## config.mk

```make
export PLATFORM = sky130hd
export DESIGN_NAME = fetch_sequencer
export DESIGN_NICKNAME = d
export VERILOG_FILES = /design/src/rtl/fetch_sequencer.sv
export SDC_FILE = /design/constraint.sdc
export NUM_CORES = 1
export LEC_CHECK = 0
export ABC_AREA = 0
export BUFFER_PORTS_ARGS = -buffer_cell sky130_fd_sc_hd__buf_4
export CORE_AREA = 2 2 240 242
export DETAILED_ROUTE_END_ITERATION = 10
export DIE_AREA = 0 0 242 244
export GPL_ROUTABILITY_DRIVEN = 0
export GPL_TIMING_DRIVEN = 0
export PLACE_DENSITY_LB_ADDON = 0.08
export SYNTH_ARGS = -nofsm -noshare
export SYNTH_HDL_FRONTEND = slang
export SYNTH_SLANG_ARGS = --single-unit
```

## constraint.sdc

```tcl
create_clock -name clk -period 13.6 [get_ports clk]
set_clock_uncertainty 0.05 [all_clocks]
set_input_delay 1.36 -clock clk [delete_from_list [all_inputs] [get_ports clk]]
set_output_delay 1.36 -clock clk [all_outputs]
set_load 0.05 [all_outputs]
```

## src/rtl/fetch_sequencer.sv

```systemverilog
// Instruction fetch controller: owns the PC, reads the 64-word ROM and buffers
// fetched words in an in-order queue that decode drains over valid/ready.
module fetch_sequencer #(
  parameter int N     = 64,
  parameter int DEPTH = 4
) (
  input  logic                     clk,
  input  logic                     reset,
  input  logic                     redirect_valid,
  input  logic [N-1:0]             redirect_pc,
  output logic [5:0]               imem_addr,
  input  logic [31:0]              imem_q,
  output logic                     inst_valid,
  input  logic                     inst_ready,
  output logic [31:0]              inst,
  output logic [N-1:0]             inst_pc,
  output logic [N-1:0]             fetch_pc,
  output logic                     halted,
  output logic [$clog2(DEPTH):0]   count
);

  localparam int AW = $clog2(DEPTH);
  localparam int CW = AW + 1;

  typedef enum logic {
    FETCH  = 1'b0,
    HALTED = 1'b1
  } state_t;

  state_t        state;
  state_t        state_nxt;

  logic [31:0]   mem_inst [DEPTH];
  logic [N-1:0]  mem_pc   [DEPTH];
  logic [AW-1:0] rd_ptr;
  logic [AW-1:0] wr_ptr;
  logic [AW-1:0] rd_ptr_adv;

  logic          pc_in_range;
  logic          full;
  logic          enq;
  logic          deq;
  logic [N-1:0]  pc_nxt;
  logic [CW-1:0] cnt_nxt;
  logic [CW-1:0] remain;
  logic [31:0]   head_inst;
  logic [N-1:0]  head_pc;

  // Misaligned low bits are simply dropped from the ROM word address.
  assign imem_addr   = fetch_pc[7:2];
  assign pc_in_range = ((fetch_pc >> 8) == '0);
  assign full        = (count == CW'(DEPTH));
  assign inst_valid  = (count != '0);
  assign deq         = inst_valid && inst_ready;
  assign halted      = (state == HALTED);
  assign rd_ptr_adv  = deq ? (rd_ptr + AW'(1)) : rd_ptr;

  // Next state, enqueue decision and next PC; redirect overrides everything.
  always_comb begin
    state_nxt = state;
    enq       = 1'b0;
    pc_nxt    = fetch_pc;
    if (redirect_valid) begin
      state_nxt = FETCH;
      pc_nxt    = redirect_pc;
    end else if (state == FETCH) begin
      if (!pc_in_range) begin
        state_nxt = HALTED;
      end else if (!full) begin
        if (imem_q == 32'h0) begin
          state_nxt = HALTED;
        end else begin
          enq    = 1'b1;
          pc_nxt = fetch_pc + N'(4);
        end
      end
    end
  end

  // Occupancy update and selection of the head entry that will be visible
  // after the edge, so inst/inst_pc can be registered without a path from
  // inst_ready.
  always_comb begin
    cnt_nxt   = count;
    remain    = count - CW'(deq);
    head_inst = inst;
    head_pc   = inst_pc;
    if (redirect_valid) begin
      cnt_nxt = '0;
    end else begin
      cnt_nxt = count + CW'(enq) - CW'(deq);
      if (remain != '0) begin
        head_inst = mem_inst[rd_ptr_adv];
        head_pc   = mem_pc[rd_ptr_adv];
      end else if (enq) begin
        head_inst = imem_q;
        head_pc   = fetch_pc;
      end
    end
  end

  // FSM state register.
  always_ff @(posedge clk or negedge reset) begin
    if (!reset) begin
      state <= FETCH;
    end else begin
      state <= state_nxt;
    end
  end

  // PC, queue pointers, occupancy and registered head outputs.
  always_ff @(posedge clk or negedge reset) begin
    if (!reset) begin
      fetch_pc <= '0;
      rd_ptr   <= '0;
      wr_ptr   <= '0;
      count    <= '0;
      inst     <= '0;
      inst_pc  <= '0;
    end else begin
      fetch_pc <= pc_nxt;
      count    <= cnt_nxt;
      inst     <= head_inst;
      inst_pc  <= head_pc;
      if (redirect_valid) begin
        rd_ptr <= '0;
        wr_ptr <= '0;
      end else begin
        if (enq) wr_ptr <= wr_ptr + AW'(1);
        if (deq) rd_ptr <= rd_ptr + AW'(1);
      end
    end
  end

  // Queue storage; contents are only meaningful between rd_ptr and wr_ptr.
  always_ff @(posedge clk) begin
    if (enq) begin
      mem_inst[wr_ptr] <= imem_q;
      mem_pc[wr_ptr]   <= fetch_pc;
    end
  end

endmodule
```

==> results.yml <==
outcome:
  outcome: "finished, final reports clean"
cts:
  post_cts_buffers: 0
  post_cts_resized: 0
  cts_root_buffer: "clkbuf_16"
  cts.clk_slew.worst_paths_ns: 0.06
  tritoncts: "built"
  cts_hold_buffers: 0
  cts_buffers: 58
  cts_num_sinks: 552
  htreeDepth: 2
  insertion_delay_ns: 0.62
  ctsLongestPathBuffers: 3
logic_synthesis:
  syn_nets: 1624
  ys_warn_count: 0
  synth_cells: 1515
  synth_edf_count: 384
  ys_types: 45
  ys_top_cells_by_count: "edfxtp_1, nand2_1, mux2i_1"
  ys_ff_latch: 552
  seq_area_frac_synth_pct: 70.4
  syn-cell-area_sq_mm: 0.0223
  yosysMostFrequentCell: "edfxtp_1"
  ys_async_sr_fraction_pct: 30.4
  ys.flop_type: "edfxtp_1"
  synth_top_area_share_pct: 51.6
  yosysTopAreaCell: "edfxtp_1"
  synth_area_leaders: "edfxtp_1, dfrtp_1, mux2i_1, nand2_1, mux2_2"
  syn_avg_cell_area_sq_um: 14.7
route:
  wirelength_um: 62000
  route.detailed.drc: 0
  top_layer: "met5"
  met2_length_um: 30800
  dr_wl_met3_um: 3830
  wl_met1_um: 26000
  vias_per_cell: 5.36
  ant_nets: 0
  vias: 14200
  wire_per_inst_um: 23.3
  drt_pass1_iterations: 7
  dr.first_iter.drc_count: 862
pwr:
  swShare_pct: 38.5
  p_clk_share_pct: 27.3
  power_mw: 5.91
  seq_power_share_pct: 36.4
  vdd_drop_max_mv: 0.110
  internal_power_mw: 3.63
  p_leak_nw: 10.3
  switching_power_mw: 2.28
  power_density_mw_per_mm2: 215
  combPwrFrac_pct: 36.3
global_routing:
  grt.total_usage_pct: 20.8
  first_global_vias: 14700
  antenna_found_initial: 3
  grt_overflow: 0
  grt_pass1_wl_um: 92900
  grt_start_max_net_pins: 90
critical_path:
  cp_slowest_stage_delay_ns: 0.84
  cp_cell_sequence: "buf_4 -> o31ai_2 -> inv_2 -> buf_2 -> buf_1 -> ha_1 -> xor2_1 -> nor3b_1 -> nor2_1 -> clkbuf_1 -> clkbuf_1 -> a32o_1"
  cp-start-kind: "primary input"
  crit_slowest_cell: "clkbuf_1"
  worstPathMaxFanout: 11
  path_buf_inv: 6
  reg2reg_depth: 11
  r2r_end: "inst_pc[50]$_DFFE_PN0P_"
  arrival_ns: 5.31
  rrSetupSlack_ns: 8.85
  timing.critical_path.mode_cell: "clkbuf_1"
  r2r_start: "count[1]$_DFF_PN0_"
  critPathKind: "in -> reg"
  critPathTopFamily: "buffers and inverters"
  cp_data_required_time_ns: 14.11
  crit_path_end_kind: "flop"
floorplan:
  io_pins: 271
  die_x_um: 242
  fp.dieArea_sq_mm: 0.0590
  coreArea_sq_mm: 0.0562
  rows: 87
  start_util_pct: 39.8
  die_h_um: 244
flow_run:
  drv_cap: 0
hold_path:
  whs_endpoint: "inst_pc[39]$_DFFE_PN0P_"
  worst_hold_startpoint: "inst_pc[39]$_DFFE_PN0P_"
  min_path_cells: 1
  hp-class: "reg -> reg"
placement:
  dp_hpwl_um: 39500
  portBuffers: 270
  placed_area_sq_mm: 0.0256
  place_ws_ns: 8.13
timing:
  finalSetupViolCount: 0
  rsz0062_at_grt: "false"
  drv_slew: 0
  whs_ns: 0.443
  period_minus_slack_ns: 4.81
  finalHoldViolCount: 0
  maxSlewHeadroom_pct: 30.2
  fmax_ghz: 0.208
  setup_slack_ns: 8.79
  tns_ns: 0
  worst_pin_slew_ns: 1.05
  fin_crit_sh_pct: 35.4
layout:
  num-nets-final: 1963
  fillers: 4988
  area_delta_synth_final_pct: 23.1
  seqCellArea_sq_mm: 0.0157
  final_layout_size_suffix_gt1_share_pct: 26.7
  multiInputGateArea_sq_mm: 0.00612
  final_area_sq_mm: 0.0275
  n_antenna_cell: 0
worst max path at each step:
stage                             start                  endpoint  slack, ns  depth (start not counted)
2_1_floorplan  fetch_pc[43]$_DFFE_PN0P_  mem_inst[0][0]$_DFFE_PP_       8.65                          6
3_3_place_gp   fetch_pc[22]$_DFFE_PN0P_   mem_pc[3][27]$_DFFE_PP_       5.68                          6
3_5_place_dp                 inst_ready   inst_pc[50]$_DFFE_PN0P_       8.13                         12
4_1_cts                      inst_ready   inst_pc[50]$_DFFE_PN0P_       8.78                         12
5_1_grt              count[1]$_DFF_PN0_   inst_pc[55]$_DFFE_PN0P_       8.56                         11
6_report                     inst_ready   inst_pc[50]$_DFFE_PN0P_       8.79                         12
worst reg2reg max path, stage by stage, from the launching register on:
cell      delay, ns
dfrtp_1        0.54
o31ai_2        0.64
inv_2          0.06
buf_2          0.22
buf_1          0.35
ha_1           0.31
xor2_1         0.13
nor3b_1        0.08
nor2_1         0.65
clkbuf_1       0.84
clkbuf_1       0.56
a32o_1         0.27
cell families after synthesis:
group / count (synthesis) / share of synthesized area [%]
AO/OA/AOI/OAI: 279 / 9.28
adder cells (fa/ha/maj): 9 / 0.538
XOR/XNOR: 6 / 0.269
multiplexers: 250 / 11.5
buffers and inverters: 115 / 2.18
flip-flops: 552 / 70.4
AND/OR/NAND/NOR: 304 / 5.76
metrics by stage:
| stage | util (%) | instances |
|---|---|---|
| after global routing | 48.9 | 2658 |
| after CTS | 48.9 | 2658 |
| after detailed placement | 45.5 | 2550 |
| after floorplan | - | 1515 |
| after global placement | 45.1 | 2541 |
| final | 48.9 | 2658 |
routing by layer:
| metal | track usage [%] | vias to the layer above |
|---|---|---|
| met3 | 4.86 | 100 |
| met1 | 26.6 | 7225 |
| met2 | 35.5 | 435 |
| li1 | - | 6472 |
| met5 | 0 | - |
| met4 | 5.79 | 6 |
final cells by class:
class                      instances  area share (%)
buffer                           106            1.65
clock buffer                      84            6.00
clock inverter                    24            1.06
inverter                           9           0.123
multi-input combinational        848            22.3
sequential                       552            57.2
tap                              756            3.44
timing repair buffer             279            8.22
placed cells by master, fill, tap and decap left out, types with 4 or more instances in the layout:
master / Yosys / routed
a21oi_1: 81 / 81
a31oi_1: 7 / 7
a32o_1: 56 / 56
and2_4: 0 / 4
buf_1: 12 / 12
buf_16: 0 / 6
buf_2: 27 / 27
buf_4: 6 / 275
bufinv_16: 0 / 6
clkbuf_1: 61 / 77
clkbuf_16: 0 / 58
clkbuf_8: 0 / 10
clkinv_1: 0 / 4
clkinv_2: 0 / 12
dfrtp_1: 168 / 168
edfxtp_1: 384 / 384
ha_1: 8 / 8
inv_1: 8 / 8
mux2_2: 58 / 58
mux2i_1: 192 / 192
nand2_1: 233 / 233
nand3_1: 8 / 8
nand4_1: 6 / 6
nor2_1: 17 / 17
nor3_1: 4 / 4
nor4_1: 21 / 21
o211ai_1: 40 / 40
o21ai_0: 45 / 45
o221a_2: 38 / 38
registers in the layout (all words and copies together) (netlist names):
| name | flops |
|---|---|
| halted | 1 |
| mem_inst | 128 |
| rd_ptr | 2 |
| inst_pc | 64 |
| wr_ptr | 2 |
| fetch_pc | 64 |
| inst | 32 |
| mem_pc | 256 |
| count | 3 |
power groups by stage:
stage | logic (mW) | clock network, mW | registers, mW
2_1_floorplan | 0.852 | 0 | 2.70
3_3_place_gp | 2.15 | 0 | 2.19
3_5_place_dp | 2.18 | 0 | 2.19
4_1_cts | 2.18 | 1.65 | 2.16
5_1_grt | 2.29 | 1.72 | 2.18
6_report | 2.15 | 1.61 | 2.16
(Power assumes the default switching activity.)
